==> config.mk <==
export PLATFORM = sky130hd
export DESIGN_NAME = serial_addsub
export DESIGN_NICKNAME = d
export VERILOG_FILES = /design/src/rtl/serial_addsub_pkg.sv /design/src/rtl/serial_addsub_bit.sv /design/src/rtl/serial_addsub.sv
export SDC_FILE = /design/constraint.sdc
export NUM_CORES = 1
export LEC_CHECK = 0
export BUFFER_PORTS_ARGS = -buffer_cell sky130_fd_sc_hd__clkbuf_2
export CAP_MARGIN = 0
export CORE_MARGIN = 2
export CORE_UTILIZATION = 50
export DETAILED_ROUTE_END_ITERATION = 10
export PLACE_DENSITY = 0.72
export SLEW_MARGIN = 20
export SYNTH_ARGS = -nofsm -noshare
export SYNTH_HDL_FRONTEND = slang
export SYNTH_SLANG_ARGS = --single-unit
export TNS_END_PERCENT = 30
==> constraint.sdc <==
create_clock -name clk -period 1.7 [get_ports clk]
set_clock_uncertainty 0.15 [all_clocks]
set_input_delay 0.255 -clock clk [delete_from_list [all_inputs] [get_ports clk]]
set_output_delay 0.255 -clock clk [all_outputs]
set_load 0.05 [all_outputs]
==> src/rtl/serial_addsub_pkg.sv <==
// Shared types and constants for the bit-serial adder/subtractor.
package serial_addsub_pkg;

    typedef enum logic [1:0] {
        IDLE,
        RUN,
        DONE
    } state_t;

    localparam logic OP_ADD = 1'b1;
    localparam logic OP_SUB = 1'b0;

    // Width of the bit counter that walks WIDTH operand bits.
    function automatic int cnt_w(input int width);
        return $clog2(width);
    endfunction

endpackage

==> src/rtl/serial_addsub_bit.sv <==
// One-bit full adder slice; the carry is registered by the caller.
module addsub_bit (
    input  logic a,
    input  logic b,
    input  logic cin,
    output logic s,
    output logic cout
);

    assign s    = a ^ b ^ cin;
    assign cout = (a & b) | (cin & (a ^ b));

endmodule

==> src/rtl/serial_addsub.sv <==
// Bit-serial WIDTH-bit adder/subtractor, LSB first, one slice plus registered carry.
// Define SERIAL_ADDSUB_OVF_EN to build the signed-overflow flag; otherwise ovf is 0.
module serial_addsub
    import serial_addsub_pkg::*;
#(
    parameter int WIDTH = 8
) (
    input  logic             clk,
    input  logic             rst,
    input  logic             in_valid,
    output logic             in_ready,
    input  logic [WIDTH-1:0] a,
    input  logic [WIDTH-1:0] b,
    input  logic             add_ns,
    output logic             out_valid,
    input  logic             out_ready,
    output logic [WIDTH-1:0] result,
    output logic             cout,
    output logic             ovf
);

    localparam int              CW       = cnt_w(WIDTH);
    localparam logic [CW-1:0]   CNT_LAST = CW'(WIDTH - 1);

    state_t           state_q, state_d;
    logic [CW-1:0]    cnt_q, cnt_d;
    logic [WIDTH-1:0] opa_q, opa_d;
    logic [WIDTH-1:0] opb_q, opb_d;
    logic [WIDTH-1:0] result_q, result_d;
    logic             carry_q, carry_d;
    logic             cout_q, cout_d;
    logic             slice_s, slice_c;
    logic             accept;
    logic             last;

    addsub_bit u_slice (
        .a    (opa_q[0]),
        .b    (opb_q[0]),
        .cin  (carry_q),
        .s    (slice_s),
        .cout (slice_c)
    );

    assign accept = (state_q == IDLE) && in_valid;
    assign last   = (cnt_q == CNT_LAST);

    always_ff @(posedge clk) begin
        if (rst) begin
            state_q <= IDLE;
        end else begin
            state_q <= state_d;
        end
    end

    always_comb begin
        state_d = state_q;
        case (state_q)
            IDLE:    if (in_valid) state_d = RUN;
            RUN:     if (last) state_d = DONE;
            DONE:    if (out_ready) state_d = IDLE;
            default: state_d = IDLE;
        endcase
    end

    always_comb begin
        in_ready  = (state_q == IDLE);
        out_valid = (state_q == DONE);
    end

    // Subtract is a + ~b + 1: invert b on load and seed the carry with the +1.
    always_comb begin
        cnt_d    = cnt_q;
        opa_d    = opa_q;
        opb_d    = opb_q;
        result_d = result_q;
        carry_d  = carry_q;
        cout_d   = cout_q;
        if (accept) begin
            opa_d   = a;
            opb_d   = (add_ns == OP_ADD) ? b : ~b;
            carry_d = (add_ns == OP_SUB);
            cnt_d   = '0;
        end else if (state_q == RUN) begin
            opa_d    = {1'b0, opa_q[WIDTH-1:1]};
            opb_d    = {1'b0, opb_q[WIDTH-1:1]};
            result_d = {slice_s, result_q[WIDTH-1:1]};
            carry_d  = slice_c;
            cnt_d    = cnt_q + CW'(1);
            if (last) cout_d = slice_c;
        end
    end

    always_ff @(posedge clk) begin
        if (rst) begin
            cnt_q    <= '0;
            opa_q    <= '0;
            opb_q    <= '0;
            result_q <= '0;
            carry_q  <= 1'b0;
            cout_q   <= 1'b0;
        end else begin
            cnt_q    <= cnt_d;
            opa_q    <= opa_d;
            opb_q    <= opb_d;
            result_q <= result_d;
            carry_q  <= carry_d;
            cout_q   <= cout_d;
        end
    end

    assign result = result_q;
    assign cout   = cout_q;

`ifdef SERIAL_ADDSUB_OVF_EN
    logic ovf_q, ovf_d;

    // Overflow when the carry into the MSB differs from the carry out of it.
    always_comb begin
        ovf_d = ovf_q;
        if (state_q == RUN && last) ovf_d = carry_q ^ slice_c;
    end

    always_ff @(posedge clk) begin
        if (rst) begin
            ovf_q <= 1'b0;
        end else begin
            ovf_q <= ovf_d;
        end
    end

    assign ovf = ovf_q;
`else
    assign ovf = 1'b0;
`endif

endmodule

==> results of run 1 <==
## cells in the mapped netlist (all sizes together)
library cell / count / share of area
mux2i: 3 / 0.021
clkbuf: 4 / 0.011
ha: 2 / 0.018
a221o: 7 / 0.050
nand3: 1 / 0.0036
nand2b: 6 / 0.027
nand3b: 2 / 0.011
nor3: 6 / 0.021
xor2: 7 / 0.044
nor2b: 2 / 0.0089
nand2: 23 / 0.062
a21oi: 19 / 0.068
xnor2: 2 / 0.013
o21a: 1 / 0.0054
or3b: 3 / 0.019
fa: 1 / 0.014
buf: 9 / 0.047
a211oi: 5 / 0.027
nor2: 20 / 0.054
o21ba: 1 / 0.0072
nor3b: 1 / 0.013
conb: 1 / 0.0027
dfxtp: 31 / 0.44
or4b: 1 / 0.0098
## state kept, by name, indices dropped and copies added (netlist names)
signal   flops
opa_q        8
opb_q        8
result       8
cnt_q        3
state_q      2
carry_q      1
cout         1
## where the power goes
part / total [W] / leakage [nW] / internal, W / switching [W]
Sequential: 0.000803 / 0.255 / 0.000768 / 0.0000346
Clock: 0.000603 / 0.0482 / 0.000347 / 0.000256
Combinational: 0.000225 / 0.402 / 0.0000985 / 0.000126
Total: 0.00163 / 0.705 / 0.00121 / 0.000417
## worst max-delay path: stages, from the launching register on
cell and delay (ns):
dfxtp_4 0.43, nor2b_2 0.17, clkbuf_4 0.23
## worst paths after layout
| path | end | slack, ns |
|---|---|---|
| worst max-delay path | out_valid | 0.13 |
| worst min-delay path | state_q[1]$_SDFFE_PP0P_ | 0.01 |
| worst max register to register | opa_q[6]$_SDFFE_PP0P_ | 0.21 |
| worst min register to register | opa_q[5]$_SDFFE_PP0P_ | 0.32 |
## through the flow
| step | instance area [sq um] | setup WS (ns) | hold WS, ns | instances | util |
|---|---|---|---|---|---|
| 2_1_floorplan | 1400 | 0.141 | 0.241 | 158 | - |
| 3_3_place_gp | 1550 | 0.126 | 0.292 | 211 | 0.570 |
| 3_5_place_dp | 1550 | 0.0619 | 0.309 | 211 | 0.570 |
| 4_1_cts | 1640 | 0.0182 | 0.0109 | 220 | 0.607 |
| 5_1_grt | 1650 | 0.0640 | 0.0120 | 220 | 0.608 |
| 6_report | 1650 | 0.129 | 0.0139 | 220 | 0.608 |
## layout make-up
cell class	count	area, sq um
clock buffer	6	51.3
sequential	31	626
fill	236	1060
tap	31	38.8
timing repair buffer	36	198
multi-input combinational	114	701
clock inverter	2	35.0
## routing by layer
metal | global-route usage | vias up | routed length, um
li1 | - | 593 | -
met1 | 0.227 | 504 | 1260
met2 | 0.304 | 35 | 1360
met3 | 0.0853 | 7 | 166
met4 | 0.0698 | 0 | 50
met5 | 0 | - | 0
## kinds of logic after synthesis
| kind of cell | share of synthesized area |
|---|---|
| compound gates | 0.157 |
| xor+xnor | 0.0564 |
| fa+ha+maj | 0.0322 |
| buf+inv | 0.0572 |
| flops | 0.444 |
| mux | 0.0215 |
| other cells | 0.00268 |
| simple gates | 0.229 |
## repair_timing
item | 4_1_cts | 5_1_grt
endpoints found under the setup margin | 2 | 1
gates resized for setup | 2 | 3
hold endpoints to repair | 1 | 0
buffers inserted | 0 | 0
hold buffers | 1 | 0
==> impl_metrics.yaml, run 1 <==
worst_setup_path:
  timing_worst_setup_path_type: "flip-flop to output pin"
  worst_setup_path_start_kind: "flip-flop"
  crit_path_end_kind: "output pin"
  timing.critical_path.from: "state_q[1]$_SDFFE_PP0P_"
  timing.critical_path.arrival_ns: 1.17
  r2r_cells: 4
  critical_path_required_time_ns: 1.29
  crit_fanout: 12
  worstReg2RegStart: "state_q[0]$_SDFFE_PP0P_"
placed_design:
  final_weighted_congestion_in_routability_driven_placement: 0.778
  detailedPlacementHpwl_mm: 2.02
  count_of_port_buffers_added_during_placement: 31
routing:
  drcViolationCount: 0
  initialDrtViolationCount: 38
  antenna_nets_post_route: 0
  route.detailed.vias_per_inst: 5.18
  routed_wl_mm: 2.83
  routedWlPerCell_um: 12.9
  vias: 1139
  firstDrtPassIters: 4
synth:
  synth_area_per_cell_sq_um: 8.85
  seq_total_area_yosys: 0.444
  synthesis.nets: 182
  syn-instance-count: 158
  synth_warnings: 0
  syn_area_sq_um: 1400
  ys_types: 27
  synth.ff_latch_count: 31
clock_network:
  cts.root.buffer_cell: "clkbuf_4"
  worst_skew_pair.late_latency_ns: 0.33
  clock_tree.htree_level_count: 2
  clock_tree_from_tritoncts: "yes"
  cts_made_buffers: 5
  clk_transition_reported_paths_ns: 0.09
  cts_max_path_buffers: 2
  clock-sinks: 31
cells_and_area:
  final_common_cell: "clkbuf_2"
  design.final.nets: 212
  mostFrequentLayoutCells: "clkbuf_2, dfxtp_1, nand2_1"
  synthToLayoutAreaGrowth_pct: 17.9
  layout_cells_sized_above_1: 0.270
  diodes: 0
floorplan:
  die_width_um: 56.9
  floorplan.die_area_sq_um: 3240
  io_pins: 33
  floorplan.core_area_sq_um: 2710
  fp.dieH_um: 56.9
  std_cell_rows: 19
  initial_core_utilization: 0.516
hold_path:
  worst_hold_path_type: "input port to flip-flop"
  hold_depth: 3
  worst_hold_startpoint: "out_ready"
sta:
  slew_viol_final: 0
  setup_tns_ns: 0
  rsz0062_at_grt: "false"
  finalCriticalPeriod_ns: 1.57
  final_min_period_over_clock_period: 0.924
  setup_viol: 0
  timing.fmax_ghz: 0.637
  timing_hold_violations_final: 0
power_and_ir_drop:
  irDropWorstVdd_mv: 0.881
  total_power_w: 0.00163
  power-per-cell-area_nw_per_um2: 989
  leakage_nw: 0.705
grt:
  global_route.overflow_total: 0
  antenna_found_initial: 0
  grt_max_degree: 25
  grt_use_total: 0.191
  number_of_global_route_vias_before_repair: 1061
  grt_first_pass_wirelength_mm: 4.69
flow_run:
  maxCapViolations: 0
status:
  outcome: "complete, no violations"
No activity file was read; power rests on OpenSTA's default activity.
==> run 2, diff against run 1 <==
--- a/config.mk
+++ b/config.mk
@@ -10,7 +10,7 @@
 export CORE_MARGIN = 2
 export CORE_UTILIZATION = 50
 export DETAILED_ROUTE_END_ITERATION = 10
-export PLACE_DENSITY = 0.72
+export PLACE_DENSITY = 0.86
 export SLEW_MARGIN = 20
 export SYNTH_ARGS = -nofsm -noshare
 export SYNTH_HDL_FRONTEND = slang
==> run 2 against run 1 <==
- non-clock buffer count up 2
- register-to-register slack worse by 0.10 ns
- clock power up 17%
- sequential power down 0.7%
- first-iteration DRC count down 7.9%
- critical endpoint unchanged
- highest routed layer unchanged
==> impl_metrics.yaml, run 2 (synthesized netlist as in run 1, its figures left out) <==
routing:
  drcViolationCount: 0
  dr_wl_met2_mm: 1.39
  antenna_nets_post_route: 0
  firstDrtPassIters: 4
  highest_layer: "met4"
  dr_wl_met3_um: 124
  route.detailed.vias_per_inst: 5.27
  routedWlPerCell_um: 13.0
  initialDrtViolationCount: 35
  wirelength_met1_mm: 1.32
  vias: 1169
  routed_wl_mm: 2.88
placed_design:
  count_of_port_buffers_added_during_placement: 31
  final_weighted_congestion_in_routability_driven_placement: 0.761
  detailedPlacementHpwl_mm: 1.99
sta:
  timing_hold_violations_final: 0
  final_min_period_over_clock_period: 0.962
  timing.fmax_ghz: 0.611
  rsz0062_at_grt: "false"
  slew_viol_final: 0
  setup_tns_ns: 0
  finalCriticalPeriod_ns: 1.64
  setup_viol: 0
hold_path:
  worst_hold_path_type: "input port to flip-flop"
clock_network:
  cts.root.buffer_cell: "clkbuf_4"
  post-cts-setup-buffers: 0
  cts_made_buffers: 5
  clock-sinks: 31
  cts_max_path_buffers: 2
  clock_tree.htree_level_count: 2
  clk_transition_reported_paths_ns: 0.10
  clock_tree_from_tritoncts: "yes"
  worst_skew_pair.late_latency_ns: 0.33
power_and_ir_drop:
  irDropWorstVdd_mv: 1.17
  power-per-cell-area_nw_per_um2: 1030
  total_power_w: 0.00175
  leakage_nw: 0.728
floorplan:
  std_cell_rows: 19
  floorplan.die_area_sq_um: 3240
  floorplan.core_area_sq_um: 2710
  die_width_um: 56.9
  initial_core_utilization: 0.516
  fp.dieH_um: 56.9
  io_pins: 33
flow_run:
  maxCapViolations: 0
worst_setup_path:
  timing.critical_path.arrival_ns: 1.23
  worst_r2r_endpoint: "opa_q[5]$_SDFFE_PP0P_"
  timing_worst_setup_path_type: "flip-flop to output pin"
  crit_path_end_kind: "output pin"
  crit_fanout: 10
  critical_path_required_time_ns: 1.29
  cp-endpoint: "out_valid"
  timing.critical_path.from: "state_q[1]$_SDFFE_PP0P_"
  worstReg2RegStart: "state_q[0]$_SDFFE_PP0P_"
  ff2ff_setup_slack_ns: 0.11
  worst_setup_path_start_kind: "flip-flop"
  r2r_cells: 4
grt:
  antenna_found_initial: 0
  number_of_global_route_vias_before_repair: 1104
  global_route.overflow_total: 0
  grt_max_degree: 23
  grt_use_total: 0.192
  grt_first_pass_wirelength_mm: 4.72
cells_and_area:
  diodes: 0
  final_common_cell: "clkbuf_2"
  layout_cells_sized_above_1: 0.272
  mostFrequentLayoutCells: "clkbuf_2, dfxtp_1, nand2_1"
  synthToLayoutAreaGrowth_pct: 21.6
  fin_util: 0.627
  design.final.nets: 214
status:
  outcome: "complete, no violations"
==> run 2: layout make-up <==
cell class,instances,area [sq um]
repair buffers,38,235
clock buffers,6,41.3
flip-flops and latches,31,622
clock inverters,2,60.1
fillers,249,1010
well taps,31,38.8
multi-input cells,114,703
==> run 2: how the worst min path moves through the flow <==
stage	start	to	slack [ns]	depth (start not counted)
3_3_place_gp	result[0]$_SDFFE_PP0P_	result[0]$_SDFFE_PP0P_	0.29	2
3_5_place_dp	opa_q[2]$_SDFFE_PP0P_	opa_q[1]$_SDFFE_PP0P_	0.30	2
6_report	a[1]	opa_q[1]$_SDFFE_PP0P_	0.03	3
4_1_cts	out_ready	state_q[1]$_SDFFE_PP0P_	0.02	3
5_1_grt	out_ready	state_q[1]$_SDFFE_PP0P_	0.03	3
2_1_floorplan	a[7]	opa_q[7]$_SDFFE_PP0P_	0.24	2
==> run 2: critical path, stage by stage (launching register included) <==
cell and delay, ns:
dfxtp_2 0.43, nor2b_2 0.19, clkbuf_2 0.29
==> run 2: metal layers <==
layer	GRT usage	vias to the layer above
met5	0	-
li1	-	603
met4	0.0797	0
met3	0.0714	8
met2	0.312	27
met1	0.226	531
==> run 2: stage by stage <==
step / setup slack (ns) / area (sq um) / instances / hold slack [ns]
2_1_floorplan: 0.141 / 1400 / 158 / 0.241
3_3_place_gp: 0.174 / 1590 / 213 / 0.292
3_5_place_dp: 0.0786 / 1590 / 213 / 0.302
4_1_cts: 0.0569 / 1700 / 222 / 0.0190
6_report: 0.0644 / 1700 / 222 / 0.0272
5_1_grt: 0.0116 / 1700 / 222 / 0.0299
==> run 2: report_power, final <==
part | internal, W | total, W | switching (W)
Sequential | 0.000769 | 0.000797 | 0.0000286
Combinational | 0.000111 | 0.000248 | 0.000137
Clock | 0.000459 | 0.000708 | 0.000249
Total | 0.00134 | 0.00175 | 0.000415
==> run 2: repair_timing <==
| item | CTS | global route |
|---|---|---|
| resized for setup | 1 | 1 |
| hold buffers | 1 | 0 |
| endpoints found under the hold margin | 1 | 0 |
| setup endpoints to repair | 1 | 7 |
| cloned | 0 | 0 |
==> run 3, diff against run 2 <==
--- a/config.mk
+++ b/config.mk
@@ -14,5 +14,6 @@
 export SLEW_MARGIN = 20
 export SYNTH_ARGS = -nofsm -noshare
 export SYNTH_HDL_FRONTEND = slang
+export SYNTH_HIERARCHICAL = 1
 export SYNTH_SLANG_ARGS = --single-unit
 export TNS_END_PERCENT = 30
==> run 3 against run 2 <==
- synthesized cell count rose by 3.2%
- maximum frequency is 1.3% higher
- setup slack better by 0.021 ns
- largest power group unchanged
==> impl_metrics.yaml, run 3 <==
synth:
  post_synth_fa_ha_maj_area_fraction: 0.0318
  netlist.top_cell.by_area: "dfxtp_1"
  synth-async-reset-ratio: 0
  syn-instance-count: 163
  post_synthesis_simple_gate_area_fraction: 0.190
  main_combinational_cell_family_by_area_after_synthesis: "compound AO/OA/AOI/OAI gates"
  ys_types: 32
  synth-edff-count: 0
  xor_xnor_fraction_of_synth_area: 0.0557
  synth.ff_latch_count: 31
  synth_top_cell_area_share: 0.439
  syn_area_sq_um: 1420
  muxShareOfSynthArea: 0.0141
  synthesis.nets: 187
  seq_total_area_yosys: 0.439
  synth.cells.most_frequent: "dfxtp_1, nand2_1, nor2_1"
  synth_warnings: 6
  synth_area_per_cell_sq_um: 8.68
  compound_gate_portion_of_the_synthesized_area: 0.195
  top_reg_cell_synth: "dfxtp_1"
  yosysMostFrequentCell: "dfxtp_1"
  synth_top_cells_by_area: "dfxtp_1, a21oi_1, nand2_1"
floorplan:
  floorplan.die_area_sq_um: 3270
  std_cell_rows: 19
  initial_core_utilization: 0.518
  floorplan.core_area_sq_um: 2730
  die_width_um: 57.2
  fp.dieH_um: 57.2
  io_pins: 33
grt:
  grt_first_pass_wirelength_mm: 5.30
  antenna_found_initial: 0
  number_of_global_route_vias_before_repair: 1189
  grt_max_degree: 19
  grt_use_total: 0.210
  global_route.overflow_total: 0
sta:
  setup_tns_ns: 0
  setup_viol: 0
  timing_hold_violations_final: 0
  relSlewSlack: 0.651
  slew_viol_final: 0
  timing.fmax_ghz: 0.620
  worst_pin_slew_ns: 0.521
  rsz0062_at_grt: "false"
  final_min_period_over_clock_period: 0.950
  finalCriticalPeriod_ns: 1.61
  holdWs_ns: 0.00500
routing:
  routed_wl_mm: 3.03
  routedWlPerCell_um: 13.3
  vias: 1214
  drcViolationCount: 0
  initialDrtViolationCount: 69
  firstDrtPassIters: 4
  route.detailed.vias_per_inst: 5.35
  antenna_nets_post_route: 0
worst_setup_path:
  crit_path_end_kind: "output pin"
  worstReg2RegStart: "state_q[0]$_SDFFE_PP0P_"
  ff2ff_setup_slack_ns: 0.23
  timing.critical_path.from: "state_q[0]$_SDFFE_PP0P_"
  crit_fanout: 10
  worst_setup_path_start_kind: "flip-flop"
  critical_path_required_time_ns: 1.29
  cp-endpoint: "in_ready"
  timing_worst_setup_path_type: "flip-flop to output pin"
  worst_r2r_endpoint: "opb_q[0]$_SDFFE_PP0P_"
  r2r_cells: 3
  timing.critical_path.arrival_ns: 1.21
cells_and_area:
  diodes: 0
  design.final.nets: 219
  number_of_standard_cells_in_the_final_layout_excluding_fillers: 227
  mostFrequentLayoutCells: "dfxtp_1, clkbuf_2, nand2_1"
  layout_cells_sized_above_1: 0.281
  fin_util: 0.615
  synthToLayoutAreaGrowth_pct: 18.7
flow_run:
  maxCapViolations: 0
clock_network:
  clock_tree.htree_level_count: 2
  worst_skew_pair.late_latency_ns: 0.34
  cts.root.buffer_cell: "clkbuf_4"
  clock-sinks: 31
  cts_max_path_buffers: 2
  clk_transition_reported_paths_ns: 0.10
  clock_tree_from_tritoncts: "yes"
  cts_made_buffers: 5
placed_design:
  numPlacedInstances: 219
  final_weighted_congestion_in_routability_driven_placement: 0.793
  detailedPlacementHpwl_mm: 2.10
  count_of_port_buffers_added_during_placement: 31
hold_path:
  worst_hold_startpoint: "out_ready"
  worst_hold_path_type: "input port to flip-flop"
  hold_depth: 3
status:
  outcome: "complete, no violations"
power_and_ir_drop:
  leakage_nw: 0.720
  irDropWorstVdd_mv: 0.725
  total_power_w: 0.00165
  power-per-cell-area_nw_per_um2: 979
[run 3: cell types whose count changed after synthesis, sizes merged, moves of 3 or more]
cell | previous run | this run
nand2b | 6 | 2
inv | 0 | 4
buf | 9 | 12
nor3 | 6 | 3
[run 3: stage by stage]
stage | instance area (sq um) | setup WS (ns)
final | 1680 | 0.0858
after CTS | 1680 | 0.0396
after detailed placement | 1580 | 0.149
after global routing | 1680 | 0.0106
after global placement | 1580 | 0.177
after floorplan | 1420 | -0.0243
[run 3: cell type report]
cell class                 count  area, sq um
clock buffer                   6         51.3
clock inverter                 2         35.0
fill                         232         1050
inverter                       4         15.0
multi-input combinational    114          694
sequential                    31          626
tap                           31         38.8
timing repair buffer          39          220
[run 3: cells by family (layout without fill, tap and decap cells)]
family	after synthesis	in the layout
flip-flops	31	31
buffers and inverters	18	51
AO/OA/AOI/OAI	39	39
AND/OR/NAND/NOR	60	60
XOR/XNOR	9	9
other	1	1
adder cells (fa/ha/maj)	3	3
multiplexers	2	2
[run 3: report_power, final]
part           total (W)  switching, W  internal (W)  leakage [nW]
logic           0.000241      0.000136      0.000105         0.417
clock network   0.000603      0.000256      0.000347        0.0482
registers       0.000801     0.0000327      0.000768         0.255
[run 3: repair_timing]
action                     in CTS  in global routing
gates resized for setup         4                  3
setup endpoints to repair       2                  2
hold buffers                    0                  0
buffers inserted                0                  0
[run 3: worst min-delay path by stage]
stage / slack (ns) / to
floorplan: 0.28 / state_q[1]$_SDFFE_PP0P_
global placement: 0.30 / result[0]$_SDFFE_PP0P_
detailed placement: 0.31 / opa_q[1]$_SDFFE_PP0P_
CTS: 0.002 / state_q[1]$_SDFFE_PP0P_
global route: 0.005 / state_q[1]$_SDFFE_PP0P_
finish: 0.005 / state_q[1]$_SDFFE_PP0P_
[run 3: critical path: stages (launching register included)]
cell and delay, ns:
dfxtp_2 0.38, buf_4 0.17, nor2_2 0.12, buf_4 0.21
[run 3: routing by layer]
layer  GRT usage  share of wire  up-vias
met5           0              0        -
met4      0.0731          0.012        0
met3      0.0884          0.057        6
met2       0.315           0.46       31
met1       0.273           0.47      558
li1            -              -      619
